<file path="config.mk">
export PLATFORM = sky130hd
export DESIGN_NAME = cfg_loader_flat
export DESIGN_NICKNAME = d
export VERILOG_FILES = /design/src/rtl/cfg_loader_if.sv /design/src/rtl/cfg_loader.sv /design/src/flat_wrapper.sv
export SDC_FILE = /design/constraint.sdc
export NUM_CORES = 1
export LEC_CHECK = 0
export BUFFER_PORTS_ARGS = -buffer_cell sky130_fd_sc_hd__clkbuf_2
export CORE_UTILIZATION = 43
export CTS_CLUSTER_DIAMETER = 40
export DETAILED_ROUTE_END_ITERATION = 6
export PLACE_DENSITY = 0.79
export SYNTH_ARGS = -nofsm -noshare
export SYNTH_HDL_FRONTEND = slang
export SYNTH_SLANG_ARGS = --single-unit
</file>
<file path="constraint.sdc">
create_clock -name i_clk -period 1.8 [get_ports i_clk]
set_input_delay 0.45 -clock i_clk [delete_from_list [all_inputs] [get_ports i_clk]]
set_output_delay 0.45 -clock i_clk [all_outputs]
set_load 0.02 [all_outputs]
</file>
<file path="src/rtl/cfg_loader_if.sv">
// cfg_loader_if: memory-controller read port between cfg_loader (master) and DDR (slave)
//   rd_req_valid/rd_req_ready : read-request handshake
//   rd_req_addr               : byte address of the slot's first beat
//   rd_req_len                : beats requested minus one
//   rd_data_valid/rd_data_ready : read-data handshake
//   rd_data                   : one read-data beat
interface cfg_loader_if #(
    parameter int PORT_DATAWIDTH = 64,
    parameter int ADDR_WIDTH     = 32
);
    logic                      rd_req_valid;
    logic                      rd_req_ready;
    logic [ADDR_WIDTH-1:0]     rd_req_addr;
    logic [7:0]                rd_req_len;
    logic                      rd_data_valid;
    logic                      rd_data_ready;
    logic [PORT_DATAWIDTH-1:0] rd_data;
    modport master (
        output rd_req_valid, rd_req_addr, rd_req_len, rd_data_ready,
        input  rd_req_ready, rd_data_valid, rd_data
    );
    modport slave (
        input  rd_req_valid, rd_req_addr, rd_req_len, rd_data_ready,
        output rd_req_ready, rd_data_valid, rd_data
    );
endinterface

</file>
<file path="src/rtl/cfg_loader.sv">
// cfg_loader: fetches per-layer config slots from DDR, assembles and holds them per layer
//   i_clk, i_rst_n    : clock, asynchronous active-low reset
//   i_start           : pulse, begin fetching at layer 0 (IDLE only)
//   i_layer_done      : pulse, current layer finished (VALID only)
//   bus               : read-request / read-data port (master side)
//   o_cfg_valid       : o_cfg_word valid for the current layer
//   o_cfg_word        : assembled config word
//   o_cfg_stride      : o_cfg_word[2:0]
//   o_cfg_num_lay     : layer count minus one, from layer-0 word bits [56:49]
//   o_cfg_layer_idx   : index of the current layer
//   o_all_done        : pulse after the final layer_done
//   o_cfg_err         : sticky sanity-check failure
// Optional: define CFG_LOADER_CHECK_EN to check stride (1..4) and non-zero word;
// a failing word parks the loader in ERR until reset.
module cfg_loader #(
    parameter int                    PORT_DATAWIDTH = 64,
    parameter int                    ADDR_WIDTH     = 32,
    parameter int                    CFG_WIDTH      = 82,
    parameter int                    CFG_BEATS      = 2,
    parameter logic [ADDR_WIDTH-1:0] CFG_BASE       = 32'h0000_0000
) (
    input  logic                 i_clk,
    input  logic                 i_rst_n,
    input  logic                 i_start,
    input  logic                 i_layer_done,
    cfg_loader_if.master         bus,
    output logic                 o_cfg_valid,
    output logic [CFG_WIDTH-1:0] o_cfg_word,
    output logic [2:0]           o_cfg_stride,
    output logic [7:0]           o_cfg_num_lay,
    output logic [7:0]           o_cfg_layer_idx,
    output logic                 o_all_done,
    output logic                 o_cfg_err
);
    localparam int BW = CFG_BEATS > 1 ? $clog2(CFG_BEATS) : 1;
`ifdef CFG_LOADER_CHECK_EN
    typedef enum logic [2:0] {S_IDLE, S_REQ, S_RECV, S_VALID, S_ERR} state_t;
`else
    typedef enum logic [1:0] {S_IDLE, S_REQ, S_RECV, S_VALID} state_t;
`endif
    state_t               r_state, w_next;
    logic [7:0]           r_layer_idx, r_num_lay;
    logic [BW-1:0]        r_beat;
    logic [CFG_WIDTH-1:0] r_word, w_word;
    logic                 r_all_done;
    logic                 w_beat_acc, w_last, w_ok, w_adv, w_done_last;
    assign w_beat_acc  = r_state == S_RECV && bus.rd_data_valid;
    assign w_last      = w_beat_acc && r_beat == BW'(CFG_BEATS - 1);
    assign w_adv       = r_state == S_VALID && i_layer_done;
    assign w_done_last = r_layer_idx == r_num_lay;
    // Beat k lands on word bits [k*PORT_DATAWIDTH +: PORT_DATAWIDTH]; bits past CFG_WIDTH are dropped
    always_comb begin
        for (int i = 0; i < CFG_WIDTH; i++)
            w_word[i] = int'(r_beat) == i / PORT_DATAWIDTH ? bus.rd_data[i % PORT_DATAWIDTH] : r_word[i];
    end
`ifdef CFG_LOADER_CHECK_EN
    assign w_ok = w_word[2:0] >= 3'd1 && w_word[2:0] <= 3'd4 && |w_word;
`else
    assign w_ok = 1'b1;
`endif
    always_ff @(posedge i_clk or negedge i_rst_n) begin
        if (!i_rst_n)
            r_state <= S_IDLE;
        else
            r_state <= w_next;
    end
    always_comb begin
        w_next = r_state;
        case (r_state)
            S_IDLE:  if (i_start) w_next = S_REQ;
            S_REQ:   if (bus.rd_req_ready) w_next = S_RECV;
`ifdef CFG_LOADER_CHECK_EN
            S_RECV:  if (w_last) w_next = w_ok ? S_VALID : S_ERR;
`else
            S_RECV:  if (w_last) w_next = S_VALID;
`endif
            S_VALID: if (i_layer_done) w_next = w_done_last ? S_IDLE : S_REQ;
            default: w_next = r_state;
        endcase
    end
    always_comb begin
        bus.rd_req_valid  = r_state == S_REQ;
        bus.rd_req_addr   = r_state == S_REQ ? CFG_BASE + ADDR_WIDTH'(r_layer_idx) * ADDR_WIDTH'(CFG_BEATS * (PORT_DATAWIDTH / 8)) : '0;
        bus.rd_req_len    = 8'(CFG_BEATS - 1);
        bus.rd_data_ready = r_state == S_RECV;
        o_cfg_valid       = r_state == S_VALID;
    end
    always_ff @(posedge i_clk or negedge i_rst_n) begin
        if (!i_rst_n) begin
            r_layer_idx <= '0;
            r_num_lay   <= '0;
            r_beat      <= '0;
            r_word      <= '0;
            r_all_done  <= 1'b0;
        end else begin
            r_layer_idx <= (r_state == S_IDLE && i_start) || (w_adv && w_done_last) ? '0 :
                           w_adv ? r_layer_idx + 8'd1 : r_layer_idx;
            if (w_beat_acc) begin
                r_word <= w_word;
                r_beat <= w_last ? '0 : r_beat + BW'(1);
            end
            // Layer count is taken only from a layer-0 word that is actually presented
            if (w_last && w_ok && r_layer_idx == 8'd0)
                r_num_lay <= w_word[56:49];
            r_all_done <= w_adv && w_done_last;
        end
    end
`ifdef CFG_LOADER_CHECK_EN
    logic r_err;
    always_ff @(posedge i_clk or negedge i_rst_n) begin
        if (!i_rst_n)
            r_err <= 1'b0;
        else if (w_last && !w_ok)
            r_err <= 1'b1;
    end
    assign o_cfg_err = r_err;
`else
    assign o_cfg_err = 1'b0;
`endif
    assign o_cfg_word      = r_word;
    assign o_cfg_stride    = r_word[2:0];
    assign o_cfg_num_lay   = r_num_lay;
    assign o_cfg_layer_idx = r_layer_idx;
    assign o_all_done      = r_all_done;
endmodule

</file>
<file path="src/flat_wrapper.sv">
// flat-port wrapper written by rule: the top's interface ports become plain ports
module cfg_loader_flat 
#(
    parameter int                    PORT_DATAWIDTH = 64,
    parameter int                    ADDR_WIDTH     = 32,
    parameter int                    CFG_WIDTH      = 82,
    parameter int                    CFG_BEATS      = 2,
    parameter logic [ADDR_WIDTH-1:0] CFG_BASE       = 32'h0000_0000
)
  (i_clk, i_rst_n, i_start, i_layer_done, o_cfg_valid, o_cfg_word, o_cfg_stride, o_cfg_num_lay, o_cfg_layer_idx, o_all_done, o_cfg_err, bus_rd_req_valid, bus_rd_req_addr, bus_rd_req_len, bus_rd_data_ready, bus_rd_req_ready, bus_rd_data_valid, bus_rd_data);
  cfg_loader_if #(.PORT_DATAWIDTH(PORT_DATAWIDTH), .ADDR_WIDTH(ADDR_WIDTH)) bus_i ();
  input  logic i_clk;
  input  logic i_rst_n;
  input  logic i_start;
  input  logic i_layer_done;
  output logic o_cfg_valid;
  output logic [CFG_WIDTH-1:0] o_cfg_word;
  output logic [2:0] o_cfg_stride;
  output logic [7:0] o_cfg_num_lay;
  output logic [7:0] o_cfg_layer_idx;
  output logic o_all_done;
  output logic o_cfg_err;
  output wire logic [$bits(bus_i.rd_req_valid)-1:0] bus_rd_req_valid;
  output wire logic [$bits(bus_i.rd_req_addr)-1:0] bus_rd_req_addr;
  output wire logic [$bits(bus_i.rd_req_len)-1:0] bus_rd_req_len;
  output wire logic [$bits(bus_i.rd_data_ready)-1:0] bus_rd_data_ready;
  input wire logic [$bits(bus_i.rd_req_ready)-1:0] bus_rd_req_ready;
  input wire logic [$bits(bus_i.rd_data_valid)-1:0] bus_rd_data_valid;
  input wire logic [$bits(bus_i.rd_data)-1:0] bus_rd_data;
  assign bus_rd_req_valid = bus_i.rd_req_valid;
  assign bus_rd_req_addr = bus_i.rd_req_addr;
  assign bus_rd_req_len = bus_i.rd_req_len;
  assign bus_rd_data_ready = bus_i.rd_data_ready;
  assign bus_i.rd_req_ready = bus_rd_req_ready;
  assign bus_i.rd_data_valid = bus_rd_data_valid;
  assign bus_i.rd_data = bus_rd_data;
  cfg_loader #(.PORT_DATAWIDTH(PORT_DATAWIDTH), .ADDR_WIDTH(ADDR_WIDTH), .CFG_WIDTH(CFG_WIDTH), .CFG_BEATS(CFG_BEATS), .CFG_BASE(CFG_BASE)) u_core (.i_clk(i_clk), .i_rst_n(i_rst_n), .i_start(i_start), .i_layer_done(i_layer_done), .bus(bus_i), .o_cfg_valid(o_cfg_valid), .o_cfg_word(o_cfg_word), .o_cfg_stride(o_cfg_stride), .o_cfg_num_lay(o_cfg_num_lay), .o_cfg_layer_idx(o_cfg_layer_idx), .o_all_done(o_all_done), .o_cfg_err(o_cfg_err));
endmodule
</file>
==> results.rst <==
.. list-table::
   :header-rows: 1

   * - Metric
     - Value
   * - Critical path arrival
     - 1.37 ns
   * - Fraction of layout instances using a drive strength above 1
     - 57.2%
   * - Count of cell types in the netlist
     - 36
   * - Final max-slew violation count
     - 0
   * - Remaining number of nets flagged by the antenna check after routing
     - 0
   * - Post-cts hold buffer count
     - 0
   * - Maximum Capacitance Violations
     - 0
   * - Overflow after GRT
     - 0
   * - Antenna cell count
     - 0
   * - Effective utilization at floorplan
     - 44.4%
   * - Number of core rows
     - 38
   * - Flops & latches, synth
     - 102
   * - Final worst path period share
     - 101%
   * - Clock network fraction of design power
     - 12.6%
   * - Class of the worst hold path
     - in -> async
   * - Unrepaired setup endpoints after global routing
     - yes
   * - Maximum number of pins on one net before global-route repair
     - 52
   * - Post-detailed-route wirelength per cell
     - 15.0 um
   * - Clock transition at the register clock pins on the worst setup and hold paths after CTS
     - 0.09 ns
   * - Root Buffer
     - sky130_fd_sc_hd__clkbuf_8
   * - Cells after Synth
     - 340
   * - Cells after DPL
     - 652
   * - P per Cell Area
     - 1810 nW/um^2
   * - DIE AREA
     - 11700 um^2
   * - R2R Path Start
     - u_core.r_state[0]$_DFFE_PN0P_
   * - Sequential-to-total area share from yosys stat
     - 52.8%
   * - Area growth syn-to-layout
     - 25.2%
   * - Vias post-DR
     - 3132
   * - Final wirelength
     - 10000 um
   * - Core Util, Final
     - 55.5%
   * - Share of flip-flops with an asynchronous set or reset
     - 100%
   * - Min setup slack post-route
     - -0.0241 ns
   * - Min Tclk post-route
     - 1.82 ns
   * - Critical Path Fanout Max
     - 10
   * - Leading area contributor after synthesis
     - sky130_fd_sc_hd__dfrtp_1
   * - Overall routing resource usage
     - 17.2%
   * - Relative contribution of combinational cells to total power
     - 49.8%
   * - Syn Area/Cell
     - 14.2 um^2
   * - Count of port buffers added during placement
     - 182
   * - Failing checks
     - negative setup slack
   * - Number of top-level pins
     - 216
   * - Final GP Congestion
     - 0.801
   * - Internal Pwr Total
     - 6470 uW
   * - Finished Layout Cells
     - 668
   * - Die Ht
     - 108 um
   * - Final Skew
     - 0.00903 ns
   * - Core region area
     - 10900 um^2
   * - Maximum clock rate
     - 548 MHz
   * - Count of routing violations after the opening detailed-route iteration
     - 92
   * - Number of iterations in the first detailed-routing pass
     - 4
   * - Cell types occupying the most area after synthesis
     - sky130_fd_sc_hd__dfrtp_1 (53%), sky130_fd_sc_hd__mux2_4 (15%), sky130_fd_sc_hd__mux2_2 (7.7%)
   * - Commonest non-fill, non-tap cells in the layout
     - sky130_fd_sc_hd__clkbuf_2 (173), sky130_fd_sc_hd__dfrtp_1 (101), sky130_fd_sc_hd__mux2_4 (49), sky130_fd_sc_hd__mux2_2 (33), sky130_fd_sc_hd__conb_1 (33)
   * - Maximum buffer depth of the clock tree
     - 2
   * - Total number of H-tree levels
     - 3
   * - Largest voltage drop on the vdd net
     - 0.793 mV
   * - Detailed-route DRC error count
     - 0
   * - Total clock buffers created by CTS
     - 9
   * - Number of global-route vias before repair
     - 3067
   * - Number of nets at the end of the flow
     - 602
   * - Outcome
     - finished with violations
   * - CP startpoint
     - u_core.r_state[1]$_DFFE_PN0P_
   * - Top flip-flop cell by instance count after synthesis
     - sky130_fd_sc_hd__dfrtp_1
   * - Via-per-instance ratio
     - 4.69
   * - Global-route wire length before repair
     - 15300 um
   * - Skew-Pair Late Insertion Delay
     - 0.36 ns
   * - Horiz. Die Dim
     - 108 um
   * - Detailed Place HPWL
     - 7250 um
   * - Most frequent standard cell in the layout excluding fill and tap cells
     - sky130_fd_sc_hd__clkbuf_2
   * - Endpoint required time on the critical path
     - 1.35 ns
   * - Hold Fails Final Rpt
     - 0
   * - Post-synth top area share
     - 52.8%
   * - Clock sink count
     - 102
   * - Leakage power
     - 0.00320 uW
   * - TritonCTS clock tree
     - yes
   * - Switching share of total power
     - 40.7%
   * - Total power of the final layout
     - 10900 uW
   * - Endpoints failing setup
     - 7
   * - Endpoint class of the critical path
     - output port
   * - P_sw
     - 4450 uW
   * - Sequential group share of total power
     - 37.6%
   * - Antenna violations before repair
     - 0
   * - Startpoint types
     - flip-flop
   * - Count of flip-flops with a built-in enable after synthesis
     - 0
   * - Total standard cell area after synthesis
     - 4830 um^2
   * - Setup CP Type
     - reg -> out
   * - Number of warnings reported in the yosys synthesis log
     - 0
-- registers in the layout (all words and copies together), names as in the netlist --
name	count
u_core.r_beat	1
u_core.o_cfg_word	82
u_core.o_all_done	1
u_core.r_state	2
u_core.o_cfg_layer_idx	8
u_core.o_cfg_num_lay	8
-- timing repair --
action,in CTS,in global routing
hold endpoints to repair,0,0
cloned,0,1
setup buffers,1,0
pin swaps,0,1
endpoints found under the setup margin,10,62
resized for setup,22,4
-- synthesized netlist by cell type (2+ instances only) --
cell,n
sky130_fd_sc_hd__nor2_1,4
sky130_fd_sc_hd__nand3_1,5
sky130_fd_sc_hd__conb_1,2
sky130_fd_sc_hd__buf_12,4
sky130_fd_sc_hd__nand2_1,13
sky130_fd_sc_hd__xnor2_1,14
sky130_fd_sc_hd__dfrtp_1,102
sky130_fd_sc_hd__o21ai_1,9
sky130_fd_sc_hd__buf_4,36
sky130_fd_sc_hd__buf_6,3
sky130_fd_sc_hd__nor3_1,9
sky130_fd_sc_hd__nand4_1,3
sky130_fd_sc_hd__o21ai_0,2
sky130_fd_sc_hd__nor2b_1,3
sky130_fd_sc_hd__mux2_2,33
sky130_fd_sc_hd__ha_1,7
sky130_fd_sc_hd__inv_1,5
sky130_fd_sc_hd__and2_1,9
sky130_fd_sc_hd__buf_2,5
sky130_fd_sc_hd__mux2i_1,8
sky130_fd_sc_hd__mux2_4,49
-- critical path, cell delays in order, from the launching register on --
cell	delay [ns]
sky130_fd_sc_hd__dfrtp_2	0.44
sky130_fd_sc_hd__inv_4	0.08
sky130_fd_sc_hd__ha_4	0.19
sky130_fd_sc_hd__and2_1	0.16
sky130_fd_sc_hd__clkbuf_8	0.14
-- final timing paths --
path                                                      to  slack [ns]  cells past startpoint
min reg2reg                u_core.o_cfg_word[28]$_DFFE_PN0P_        0.51                      1
max                                      bus_rd_req_addr[11]       -0.02                      4
max in group asynchronous      u_core.r_state[1]$_DFFE_PN0P_        1.25                      2
max reg2reg                u_core.o_cfg_word[13]$_DFFE_PN0P_        0.03                      6
min                        u_core.o_cfg_word[49]$_DFFE_PN0N_       0.009                      1
min in group i_clk         u_core.o_cfg_word[58]$_DFFE_PN0P_        0.31                      2
-- metrics by stage --
| stage | worst slack [ns] | cell area, um^2 | TNS [ns] | hold slack, ns |
|---|---|---|---|---|
| floorplan | 0.0429 | 4960 | 0 | 0.154 |
| global placement | 0.127 | 5730 | 0 | 0.401 |
| detailed placement | 0.0710 | 5730 | 0 | 0.409 |
| CTS | -0.0349 | 6000 | -0.243 | 0.00533 |
| global route | -0.0979 | 6050 | -1.03 | 0.0215 |
| finish | -0.0241 | 6050 | -0.0905 | 0.00880 |
-- layout make-up --
class / count / area (um^2)
Timing Repair Buffer: 193 / 1130
Sequential cell: 102 / 2550
Clock inverter: 4 / 50.0
Fill cell: 917 / 4840
Clock buffer: 10 / 128
Multi-Input combinational cell: 214 / 1990
Tap cell: 140 / 175
Inverter: 5 / 21.3
-- cells by family (layout without fill, tap and decap cells) --
logic type / after synthesis / in the layout / synth area share (%)
mux: 90 / 90 / 24.6
compound gates: 15 / 15 / 2.23
fa+ha+maj: 7 / 7 / 1.81
simple gates: 54 / 54 / 6.40
xor+xnor: 15 / 15 / 2.72
other cells: 2 / 33 / 0.155
flops: 102 / 102 / 52.8
buf+inv: 55 / 212 / 9.25
-- layer usage --
layer | up-vias | global-route usage (%) | routed length [um]
met5 | - | 0 | 0
met4 | 0 | 8.61 | 175
met3 | 14 | 3.50 | 472
met2 | 125 | 28.0 | 5080
met1 | 1536 | 21.8 | 4310
li1 | 1457 | - | -
-- power groups by stage --
stage          clock (uW)  sequential, uW  combinational (uW)
5_1_grt              1490            4240                5830
3_3_place_gp            0            4070                5240
4_1_cts              1420            4110                5440
3_5_place_dp            0            4120                5370
2_1_floorplan           0            5270                2600
6_report             1370            4110                5440
Note: power is estimated with default switching activity, not from simulation.
